[config.mk]
export PLATFORM = sky130hd
export DESIGN_NAME = counter_ctrl
export DESIGN_NICKNAME = d
export VERILOG_FILES = /design/src/rtl/counter_ctrl.sv
export SDC_FILE = /design/constraint.sdc
export NUM_CORES = 1
export LEC_CHECK = 0
export CAP_MARGIN = 15
export CORE_UTILIZATION = 35
export DETAILED_ROUTE_END_ITERATION = 7
export SYNTH_ARGS = -nofsm -noshare
export SYNTH_HDL_FRONTEND = slang
export SYNTH_SLANG_ARGS = --single-unit
[constraint.sdc]
create_clock -name clock -period 1.8 [get_ports clock]
set_input_delay 0.54 -clock clock [delete_from_list [all_inputs] [get_ports clock]]
set_output_delay 0.54 -clock clock [all_outputs]
set_load 0.01 [all_outputs]
[src/rtl/counter_ctrl.sv]
// Run/pause/step/clear sequencer for the 4-bit display counter.
// Debounces three active-low keys and drives the counter's enable/clear.
//
// Ports:
//   clock          system clock, all state on rising edge
//   reset          asynchronous active-low reset
//   key_start_n    raw key: start/resume or pause toggle
//   key_clear_n    raw key: clear counter and return to IDLE
//   key_step_n     raw key: single step when not running
//   mode_oneshot   1: stop in DONE once the counter reaches 4'hF
//   count          counter value, used for the one-shot terminal check
//   count_en       one-cycle increment pulse to the counter
//   count_clr      one-cycle synchronous clear pulse to the counter
//   running        1 while in RUN
//   state          IDLE=00 RUN=01 PAUSE=10 DONE=11
module counter_ctrl #(
    parameter int unsigned TICK_DIV  = 50_000_000,
    parameter int unsigned DIV_W     = 26,
    parameter int unsigned DB_CYCLES = 500_000,
    parameter int unsigned DB_W      = 20
) (
    input  logic       clock,
    input  logic       reset,
    input  logic       key_start_n,
    input  logic       key_clear_n,
    input  logic       key_step_n,
    input  logic       mode_oneshot,
    input  logic [3:0] count,
    output logic       count_en,
    output logic       count_clr,
    output logic       running,
    output logic [1:0] state
);

    localparam logic [1:0] ST_IDLE  = 2'b00;
    localparam logic [1:0] ST_RUN   = 2'b01;
    localparam logic [1:0] ST_PAUSE = 2'b10;
    localparam logic [1:0] ST_DONE  = 2'b11;

    localparam int K_START = 0;
    localparam int K_CLEAR = 1;
    localparam int K_STEP  = 2;

    localparam logic [DB_W-1:0]  DB_LAST  = DB_W'(DB_CYCLES - 1);
    localparam logic [DIV_W-1:0] DIV_LAST = DIV_W'(TICK_DIV - 1);

    logic [2:0] key_raw;
    assign key_raw = {key_step_n, key_clear_n, key_start_n};

    logic [2:0]      sync1_q;
    logic [2:0]      sync2_q;
    logic [2:0]      db_q;
    logic [2:0]      db_d;
    logic [2:0]      press_q;
    logic [2:0]      press_d;
    logic [DB_W-1:0] db_cnt_q [3];
    logic [DB_W-1:0] db_cnt_d [3];

    logic [1:0]       state_q;
    logic [1:0]       state_d;
    logic [DIV_W-1:0] div_q;
    logic [DIV_W-1:0] div_d;
    logic             count_en_q;
    logic             count_en_d;
    logic             count_clr_q;
    logic             count_clr_d;
    logic             running_q;
    logic             running_d;

    // Debounce: the accepted level follows the synced level only after
    // it has disagreed for DB_CYCLES consecutive cycles. The press pulse
    // is registered so the FSM sees it one cycle after the level flips.
    always_comb begin
        for (int i = 0; i < 3; i++) begin
            db_d[i]     = db_q[i];
            press_d[i]  = 1'b0;
            db_cnt_d[i] = '0;
            if (sync2_q[i] != db_q[i]) begin
                if (db_cnt_q[i] == DB_LAST) begin
                    db_d[i]    = sync2_q[i];
                    press_d[i] = ~sync2_q[i];
                end else begin
                    db_cnt_d[i] = db_cnt_q[i] + DB_W'(1);
                end
            end
        end
    end

    always_ff @(posedge clock or negedge reset) begin
        if (!reset) begin
            sync1_q <= '1;
            sync2_q <= '1;
            db_q    <= '1;
            press_q <= '0;
            for (int i = 0; i < 3; i++) begin
                db_cnt_q[i] <= '0;
            end
        end else begin
            sync1_q <= key_raw;
            sync2_q <= sync1_q;
            db_q    <= db_d;
            press_q <= press_d;
            for (int i = 0; i < 3; i++) begin
                db_cnt_q[i] <= db_cnt_d[i];
            end
        end
    end

    logic do_clear;
    logic do_start;
    logic do_step;
    logic at_term;

    assign do_clear = press_q[K_CLEAR];
    assign do_start = press_q[K_START] & ~do_clear;
    assign do_step  = press_q[K_STEP] & ~do_clear & ~press_q[K_START];
    assign at_term  = mode_oneshot & (count == 4'hF);

    always_comb begin
        state_d     = state_q;
        div_d       = div_q;
        count_en_d  = 1'b0;
        count_clr_d = 1'b0;
        if (do_clear) begin
            state_d     = ST_IDLE;
            div_d       = '0;
            count_clr_d = 1'b1;
        end else begin
            unique case (state_q)
                ST_IDLE: begin
                    if (do_start) begin
                        state_d = ST_RUN;
                        div_d   = '0;
                    end else if (do_step) begin
                        state_d    = ST_PAUSE;
                        count_en_d = 1'b1;
                    end
                end
                ST_RUN: begin
                    // Pausing leaves the prescaler where it was.
                    if (do_start) begin
                        state_d = ST_PAUSE;
                    end else if (div_q == DIV_LAST) begin
                        div_d = '0;
                        if (at_term) begin
                            state_d = ST_DONE;
                        end else begin
                            count_en_d = 1'b1;
                        end
                    end else begin
                        div_d = div_q + DIV_W'(1);
                    end
                end
                ST_PAUSE: begin
                    if (do_start) begin
                        state_d = ST_RUN;
                    end else if (do_step) begin
                        if (at_term) begin
                            state_d = ST_DONE;
                        end else begin
                            count_en_d = 1'b1;
                        end
                    end
                end
                ST_DONE: begin
                    state_d = ST_DONE;
                end
                default: begin
                    state_d = ST_IDLE;
                end
            endcase
        end
        running_d = (state_d == ST_RUN);
    end

    always_ff @(posedge clock or negedge reset) begin
        if (!reset) begin
            state_q     <= ST_IDLE;
            div_q       <= '0;
            count_en_q  <= 1'b0;
            count_clr_q <= 1'b0;
            running_q   <= 1'b0;
        end else begin
            state_q     <= state_d;
            div_q       <= div_d;
            count_en_q  <= count_en_d;
            count_clr_q <= count_clr_d;
            running_q   <= running_d;
        end
    end

    assign count_en  = count_en_q;
    assign count_clr = count_clr_q;
    assign running   = running_q;
    assign state     = state_q;

endmodule

==> run_results.csv <==
group,metric,value,unit
worst_setup_path,critPathMaxFanout,7,
floorplanning,dieArea,0.0149,sq mm
cells_and_area,layout_common_cells,"dfrtp_1, buf_4, nor2_1",
route,viasPerCell,5.13,
grt,grt_first_pass_wirelength,19.0,mm
cells_and_area,final_cells,809,
cells_and_area,stdcell_area,0.00702,sq mm
cts,clkTransAtPathRegs,0.07,ns
logic_synthesis,netlist_instances,506,
route,drc_errors,0,
worst_setup_path,worstPathArrival,2.20,ns
place,port-buffer-count,14,
cts,cts_tree,"built",
timing,final-hold-violation-count,0,
cts,root_buffer,"clkbuf_16",
place,dpl_cell_area,0.00597,sq mm
timing,setup_viol,63,
cts,hold_buffers,0,
cells_and_area,insertedDiodeCount,0,
grt,grt_usage,0.162,
worst_setup_path,rrSetupSlack,-0.13,ns
timing,max_slew.worst_pin.slew,0.871,ns
logic_synthesis,yosys.area.top_type,"dfrtp_1",
worst_hold_path,hold_path.class,"in -> async",
status,status,"finished, violations left",
cts,clkLatencyLatePin,0.34,ns
grt,grt_pass1_vias,4065,
place,dp_cells,762,
worst_setup_path,cpMostUsedCell,"or4_4",
floorplanning,initial_core_util,0.361,
place,dp_hpwl,7.30,mm
worst_setup_path,crit_type,"reg -> reg",
worst_setup_path,worstSetupStartpointType,"flip-flop",
logic_synthesis,syn_area_per_cell,9.94,sq um
cells_and_area,final_common_cell,"dfrtp_1",
flow_run,drv_cap,0,
logic_synthesis,syn_area,0.00503,sq mm
timing,slew_violations,0,
worst_setup_path,cp-end-kind,"flip-flop",
cts,cts_buffer_depth,2,
place,dp_slack,-0.270,ns
floorplanning,fp-row-count,43,
logic_synthesis,ys_seq_area_frac,0.515,
timing,fin_crit,1.93,ns
timing,rsz0062_at_grt,"yes",
route,first_pass_iters,4,
cts,cts_inserted_buffers,9,
worst_setup_path,cp_slowest_stage_delay,0.58,ns
worst_setup_path,cp_cell_sequence,"or4_4 > or4_4 > mux2_4",
timing,fin_ws,-0.125,ns
route,ant_nets,0,
cts,htreeDepth,3,
route,drt_iter0_drc,252,
route,drt-wirelength-per-cell,14.4,microns
cells_and_area,finalNetCount,638,
power,leakage,2.95,nW
grt,antenna_found_initial,0,
cts,clock-sinks,103,
logic_synthesis,synth_area_leaders,"dfrtp_1, nor2_1, xor2_1, xnor2_1, dfstp_2",
grt,grt_overflow,0,
logic_synthesis,ys_seq_elements,103,
power,ir_drop,0.000471,V
logic_synthesis,synth_warnings,0,
floorplanning,fp.dieH,122,microns
timing,clock-skew-final,0.00668,ns
logic_synthesis,synth_nets,520,
timing,slew_headroom,0.419,
floorplanning,core_region_area,0.0139,sq mm
route,vias,4147,
status,violations,"negative setup slack",
floorplanning,die_w,122,microns
logic_synthesis,async_flop_share,1.00,
route,wirelength,11.7,mm
timing,max_clock_freq,0.519,GHz
place,gp_congestion,0.818,
logic_synthesis,synth_edf_count,0,
cells_and_area,area_growth,39.5,%
logic_synthesis,synth_cell_types,54,
worst_setup_path,crit_slowest_cell,"or4_4",
cells_and_area,fin_util,0.504,
timing,min_period_over_period,1.07,
grt,grt_max_degree,41,
power,power,4.82,mW
power,p_per_area,686,mW/mm^2
logic_synthesis,synth_top_area_share,0.468,
worst_setup_path,cp_data_required_time,2.08,ns
floorplanning,ios,15,
logic_synthesis,synth_ff_type,"dfrtp_1",
worst_setup_path,path_buf_inv,0,
worst_setup_path,crit_family,"simple AND/OR/NAND/NOR gates",
cells_and_area,layout-drive-gt1-share,0.347,
==> Yosys cell counts, types with 2 or more instances <==
master and count:
nor3_1 7, a31oi_1 13, or3_1 3, xor2_1 37, nand3_1 33, and4_1 4, or4_1 2, buf_4 2
a211oi_1 3, dfrtp_1 94, nand4_1 26, a21oi_2 2, nor3b_1 5, nand2_1 44, mux2_2 3, mux2i_1 3
dfstp_2 9, nor2b_1 4, xnor2_1 28, o21ai_0 3, a32oi_1 2, nand2b_1 6, ha_1 4, and2_1 3
a41oi_1 4, o211ai_1 2, nor2_1 95, a21oi_1 8, nor4_1 8, inv_1 7, clkbuf_1 7, and3_1 13
==> logic make-up (layout without fill, tap and decap cells) <==
kind of cell | count (synthesis) | count (layout) | share of synthesized area
flops | 103 | 103 | 0.515
fa+ha+maj | 4 | 4 | 0.00995
buf+inv | 20 | 136 | 0.0204
xor+xnor | 65 | 65 | 0.113
compound gates | 40 | 41 | 0.0535
simple gates | 267 | 273 | 0.273
mux | 7 | 7 | 0.0157
==> sequential cells by signal (all words and copies together) (netlist names) <==
register / flops
press_q: 3
state: 2
count_en: 1
db_cnt_q: 60
count_clr: 1
div_q: 26
running: 1
sync1_q: 3
sync2_q: 3
db_q: 3
==> what timing repair did <==
action / 4_1_cts / 5_1_grt
gates cloned: 3 / 6
pin swaps: 15 / 37
setup endpoints to repair: 75 / 94
buffers inserted: 10 / 13
gates resized for setup: 35 / 69
==> stage by stage <==
step           hold WS (ns)  TNS, ns
3_3_place_gp          0.348    -2.64
3_5_place_dp          0.347    -5.16
4_1_cts               0.133    -3.46
5_1_grt               0.138    -7.65
2_1_floorplan         0.244    -1.03
6_report              0.134    -3.21
==> path summary, 6_finish.rpt <==
check                                 start          end  cells past startpoint
worst max-delay path            db_cnt_q[6]      db_q[2]                      3
worst min-delay path                  reset  db_cnt_q[0]                      1
worst max register to register  db_cnt_q[6]      db_q[2]                      3
worst min register to register   sync1_q[2]   sync2_q[2]                      0
max in group asynchronous             reset   sync2_q[1]                      2
min in group clock               sync1_q[2]   sync2_q[2]                      0
==> metal layers <==
metal  share of wire  GRT usage  vias up  routed length (microns)
met5               0          0        -                        0
met1            0.44      0.209     2042                     5150
met3           0.040     0.0473       20                      468
li1                -          -     2013                        -
met4           0.015     0.0471        0                      178
met2            0.50      0.262       72                     5870
==> area by class of cell <==
class | count | area, sq um
inverters | 7 | 26.3
clock buffers | 9 | 225
multi-input cells | 390 | 2830
clock inverters | 7 | 120
repair buffers | 113 | 1000
fillers | 1215 | 6910
flip-flops and latches | 103 | 2590
well taps | 180 | 225
==> worst reg2reg max path: stages, from the launching register on <==
cell	delay, ns
dfrtp_1	0.39
or4_4	0.54
or4_4	0.58
mux2_4	0.34
==> power breakdown <==
part	total, mW	internal, mW	switching (mW)
registers	2.36	2.34	0.0198
clock network	2.23	1.36	0.865
logic	0.229	0.102	0.127
total	4.82	3.81	1.01
(Power assumes the default switching activity.)
==> RTL change 1, RTL diff (same settings) <==
Reset style: synchronous (`reset`), changed in 2 clocked blocks. Comments in the files are not updated.
--- a/src/rtl/counter_ctrl.sv
+++ b/src/rtl/counter_ctrl.sv
@@ -87,5 +87,5 @@
     end
 
-    always_ff @(posedge clock or negedge reset) begin
+    always_ff @(posedge clock) begin
         if (!reset) begin
             sync1_q <= '1;
@@ -174,5 +174,5 @@
     end
 
-    always_ff @(posedge clock or negedge reset) begin
+    always_ff @(posedge clock) begin
         if (!reset) begin
             state_q     <= ST_IDLE;
Function: same outputs for any inputs over 10 cycles, from zero or initial values and one cycle with reset low; that may be too few to reach the edited logic, so the function may still have changed.
==> RTL change 1 against the original RTL <==
Sequential cell count unchanged; area after synthesis decreased by 7.6%; wire length decreased by 14%; core utilization decreased by 3.0 points; worst hold slack improved by 280 ps; final cell count decreased by 0.49%; sequential share of layout area decreased by 2.6 points; setup slack improved by 140 ps; count of clock-buffer cells in the layout increased by 2; final area decreased by 14%; via count decreased by 4.0%; critical path type unchanged; critical endpoint is now div_q[20].
Power is not compared: it rests on default switching activity, and its combinational part moved more than twofold at a synthesized area within 25%.
==> RTL change 1: results (changes against the original RTL) <==
metric,value,unit,change
Post-DP Area,0.00557,mm2,-6.8%
R2R depth,6,,+3
die area,0.0137,mm2,-7.5%
vias in the first global route,3821,,-6.0%
metal3 WL,433,um,-7.5%
library cells used by synthesis,51,,-5.6%
Setup WS pre-CTS,-242,ps,+28.7 ps
worst min-delay path category,reg2reg,,
multi-input gates,405,,+3.8%
buffering overhead,0.131,,-0.0120
Non-clk bufs,94,,-17%
DR vias/cell,4.95,,-3.5%
inverters,15,,+8
syn nets,551,,+6.0%
Syn-to-layout area delta,30.1,%,
WHS,416,ps,+282 ps
mean post-synth cell area,8.66,um2,-13%
layout cells sized above 1,0.221,,-0.125
first-pass iteration count of the detailed router,4,,unchanged
CP arrival,2030,ps,-170 ps
CP peak stage delay,370,ps,-210 ps
Reg2Reg Setup Slack,20,ps,+140 ps
"Warnings, synthesis",0,,unchanged
Post-Route WL,10.1,mm,-14%
first-pass GRT wire length,16.9,mm,-11%
fraction of the yosys area taken by sequential cells,0.444,,-0.0709
multi-input gate share of total cell area,0.431,,+0.0277
met3 GRT Util,0.0505,,+0.00318
Final period util,0.990,,-0.0794
Clock-cell share,0.0507,,+0.00148
initial antenna violation count,0,,unchanged
Commonest cells post-synth,"dfxtp_1, nor2_1, xnor2_1",,
met1 GRT Util,0.194,,-0.0150
WL/cell,12.5,um,-13%
FILL cells,1200,,-1.2%
Post-Route Skew,7.83,ps,+1.15 ps
seq_cells,103,,unchanged
gr usage total,0.157,,-0.00459
ranking of synthesized cells by area,"dfxtp_1, nor2_1, xnor2_1, xor2_1, nand3_1",,
Reg2Reg Capture Point,div_q[20],,
number of nets in the layout,642,,+0.63%
sequential cell area share,0.343,,-0.0262
# clk buffers,11,,+2
"Max stage delay cell, worst path",or3_4,,
initial DRC count,183,,-27%
outcome,"finished, final reports clean",,
worst reg2reg startpoint,div_q[1],,
dpl cells,786,,+3.1%
detailed placement HPWL,7.27,mm,-0.39%
min-delay src,sync1_q[0],,
gpl congestion,0.812,,-0.65%
met2 WL post-DR,4.78,mm,-19%
"Async S/R FF share, synth",0,,-1.00
met2 Use GR,0.265,,+0.00270
largest net degree at the start of global routing,21,,-49%
DRT met1 WL,4.71,mm,-8.4%
Relative slew margins,0.764,,+0.345
[RTL change 1: cell types whose count changed in the layout (fill, tap and decap cells not counted), moves of 11 or more]
| cell | unedited run | this run |
|---|---|---|
| xnor2_1 | 28 | 39 |
| dfrtp_1 | 92 | 0 |
| dfxtp_1 | 0 | 93 |
| nor2_2 | 16 | 0 |
| buf_4 | 86 | 75 |
| nor2_1 | 69 | 97 |
[RTL change 1: cells by family (layout without fill, tap and decap cells)]
family                     count (synthesis)  after routing  synth area share
and+or+nand+nor                          289            289             0.319
DFF                                      103            103             0.444
buffers and inverters                     29            125            0.0293
adders and majority gates                  4              4            0.0108
xor gates and xnor gates                  65             65             0.122
AOI/OAI and AO/OA                         43             43            0.0657
muxes                                      4              4           0.00888
[RTL change 1: timing repair]
item | in CTS | in global routing
setup endpoints to repair | 75 | 66
gates cloned | 0 | 0
pin swaps | 4 | 16
buffers inserted | 0 | 3
resized for setup | 17 | 20
==> RTL change 2, RTL diff (same settings) <==
Without the edit above. Set the parameter `DB_W` to 24 (it was 20).
--- a/src/rtl/counter_ctrl.sv
+++ b/src/rtl/counter_ctrl.sv
@@ -18,5 +18,5 @@
     parameter int unsigned DIV_W     = 26,
     parameter int unsigned DB_CYCLES = 500_000,
-    parameter int unsigned DB_W      = 20
+    parameter int unsigned DB_W      = 24
 ) (
     input  logic       clock,
Check against the original RTL: same outputs for any inputs over 10 cycles, from zero or initial values and one cycle with reset low; that may be too few to reach the edited logic, so the function may still have changed.
==> RTL change 2 against the original RTL <==
Synthesized cell count increased by 13%; global-route usage decreased by 0.26 points; final cell count increased by 9.1%; first-iteration DRC count decreased by 33%; die area increased by 15%; area after synthesis increased by 15%; final area increased by 5.8%; count of clock-buffer cells in the layout increased by 13; total power increased by 37%; wire length increased by 6.7%; sequential cell count increased by 12; setup slack improved by 190 ps.
==> RTL change 2: results (changes against the original RTL) <==
metric,value,unit,change
Post-Route Skew,8.00,ps,+1.32 ps
"Max stage delay cell, worst path",dfrtp_1,,
Reg2Reg Capture Point,div_q[25],,
Largest regs,"db_cnt_q: 72 flops, div_q: 26 flops",,
first-pass GRT wire length,20.8,mm,+9.4%
R2R depth,6,,+3
detailed placement HPWL,8.38,mm,+15%
dpl cells,842,,+10%
vias in the first global route,4257,,+4.7%
Post-Route WL,12.5,mm,+6.7%
insertion delay to the later sink of the worst-skew pair,420,ps,+80 ps
post-route insts no fill,883,,+9.1%
VDD IR max,0.716,mV,+52%
Yosys top cell area share,0.458,,-0.00946
Post-DP Area,0.00658,mm2,+10%
outcome,"finished, final reports clean",,
CP peak stage delay,400,ps,-180 ps
syn nets,585,,+13%
P_leak,3.32,nW,+13%
number of nets in the layout,668,,+4.7%
fraction of the yosys area taken by sequential cells,0.499,,-0.0156
worst-path fanout max,14,,+7
CP arrival,2050,ps,-150 ps
Syn Inst Count,571,,+13%
DR vias/cell,5.05,,-1.5%
FILL cells,1521,,+25%
Commonest cells post-synth,"dfrtp_1, nor2_1, nand2_1",,
Setup WS pre-CTS,-192,ps,+78.6 ps
gr usage total,0.159,,-0.00263
## RTL change 2: cell count changes after synthesis, sizes merged, moves of 5 or more
cell   delta
and4      +7
buf       +9
and3     +12
nor2      -5
dfrtp    +12
o21ai     +5
a21o      +7
nand4     +6
## RTL change 2: repair_timing
item,4_1_cts,5_1_grt
gates cloned,1,0
setup endpoints to repair,12,88
setup buffers,1,7
gates resized for setup,12,20
pin swaps,1,8
## RTL change 2: area by class of cell
type	instances	share of cell area
Multi-Input combinational cell	431	0.386
Tap cell	216	0.0364
Sequential cell	115	0.389
Clock buffer	22	0.0625
Inverter	8	0.00404
Timing Repair Buffer	81	0.0944
Clock inverter	10	0.0273
## RTL change 2: kinds of logic after synthesis
logic type	synth area share
AO/OA/AOI/OAI	0.0704
XOR/XNOR	0.104
adder cells (fa/ha/maj)	0.00864
buffers and inverters	0.0231
flip-flops	0.499
multiplexers	0.0117
AND/OR/NAND/NOR	0.283
## RTL change 2: power breakdown
| group | internal [W] | switching [W] | leakage (nW) |
|---|---|---|---|
| clock network | 0.00266 | 0.00115 | 0.324 |
| registers | 0.00262 | 0.0000204 | 1.56 |
| logic | 0.0000684 | 0.000104 | 1.44 |
| total | 0.00534 | 0.00128 | 3.32 |
## RTL change 2: metal layers
metal,share of wire,global-route usage,vias up
met3,0.042,0.0472,16
met4,0.016,0.0791,0
met1,0.47,0.211,2189
li1,-,-,2194
met2,0.47,0.236,59
met5,0,0,-
## RTL change 2: worst max path at each step
stage,start,endpoint,slack [ps],cells past startpoint
finish,div_q[7],div_q[25],60,6
floorplan,div_q[0],div_q[18],30,6
global placement,count[3],running,-160,6
detailed placement,count[2],running,-190,6
global route,div_q[1],div_q[5],-20,7
CTS,db_cnt_q[1],db_cnt_q[20],6,7
## RTL change 2: per-stage QoR
step                       util  TNS [ps]
after detailed placement  0.411      -589
after CTS                 0.455         0
after global placement    0.411      -376
final                     0.464         0
after global routing      0.464     -83.4
after floorplan               -         0
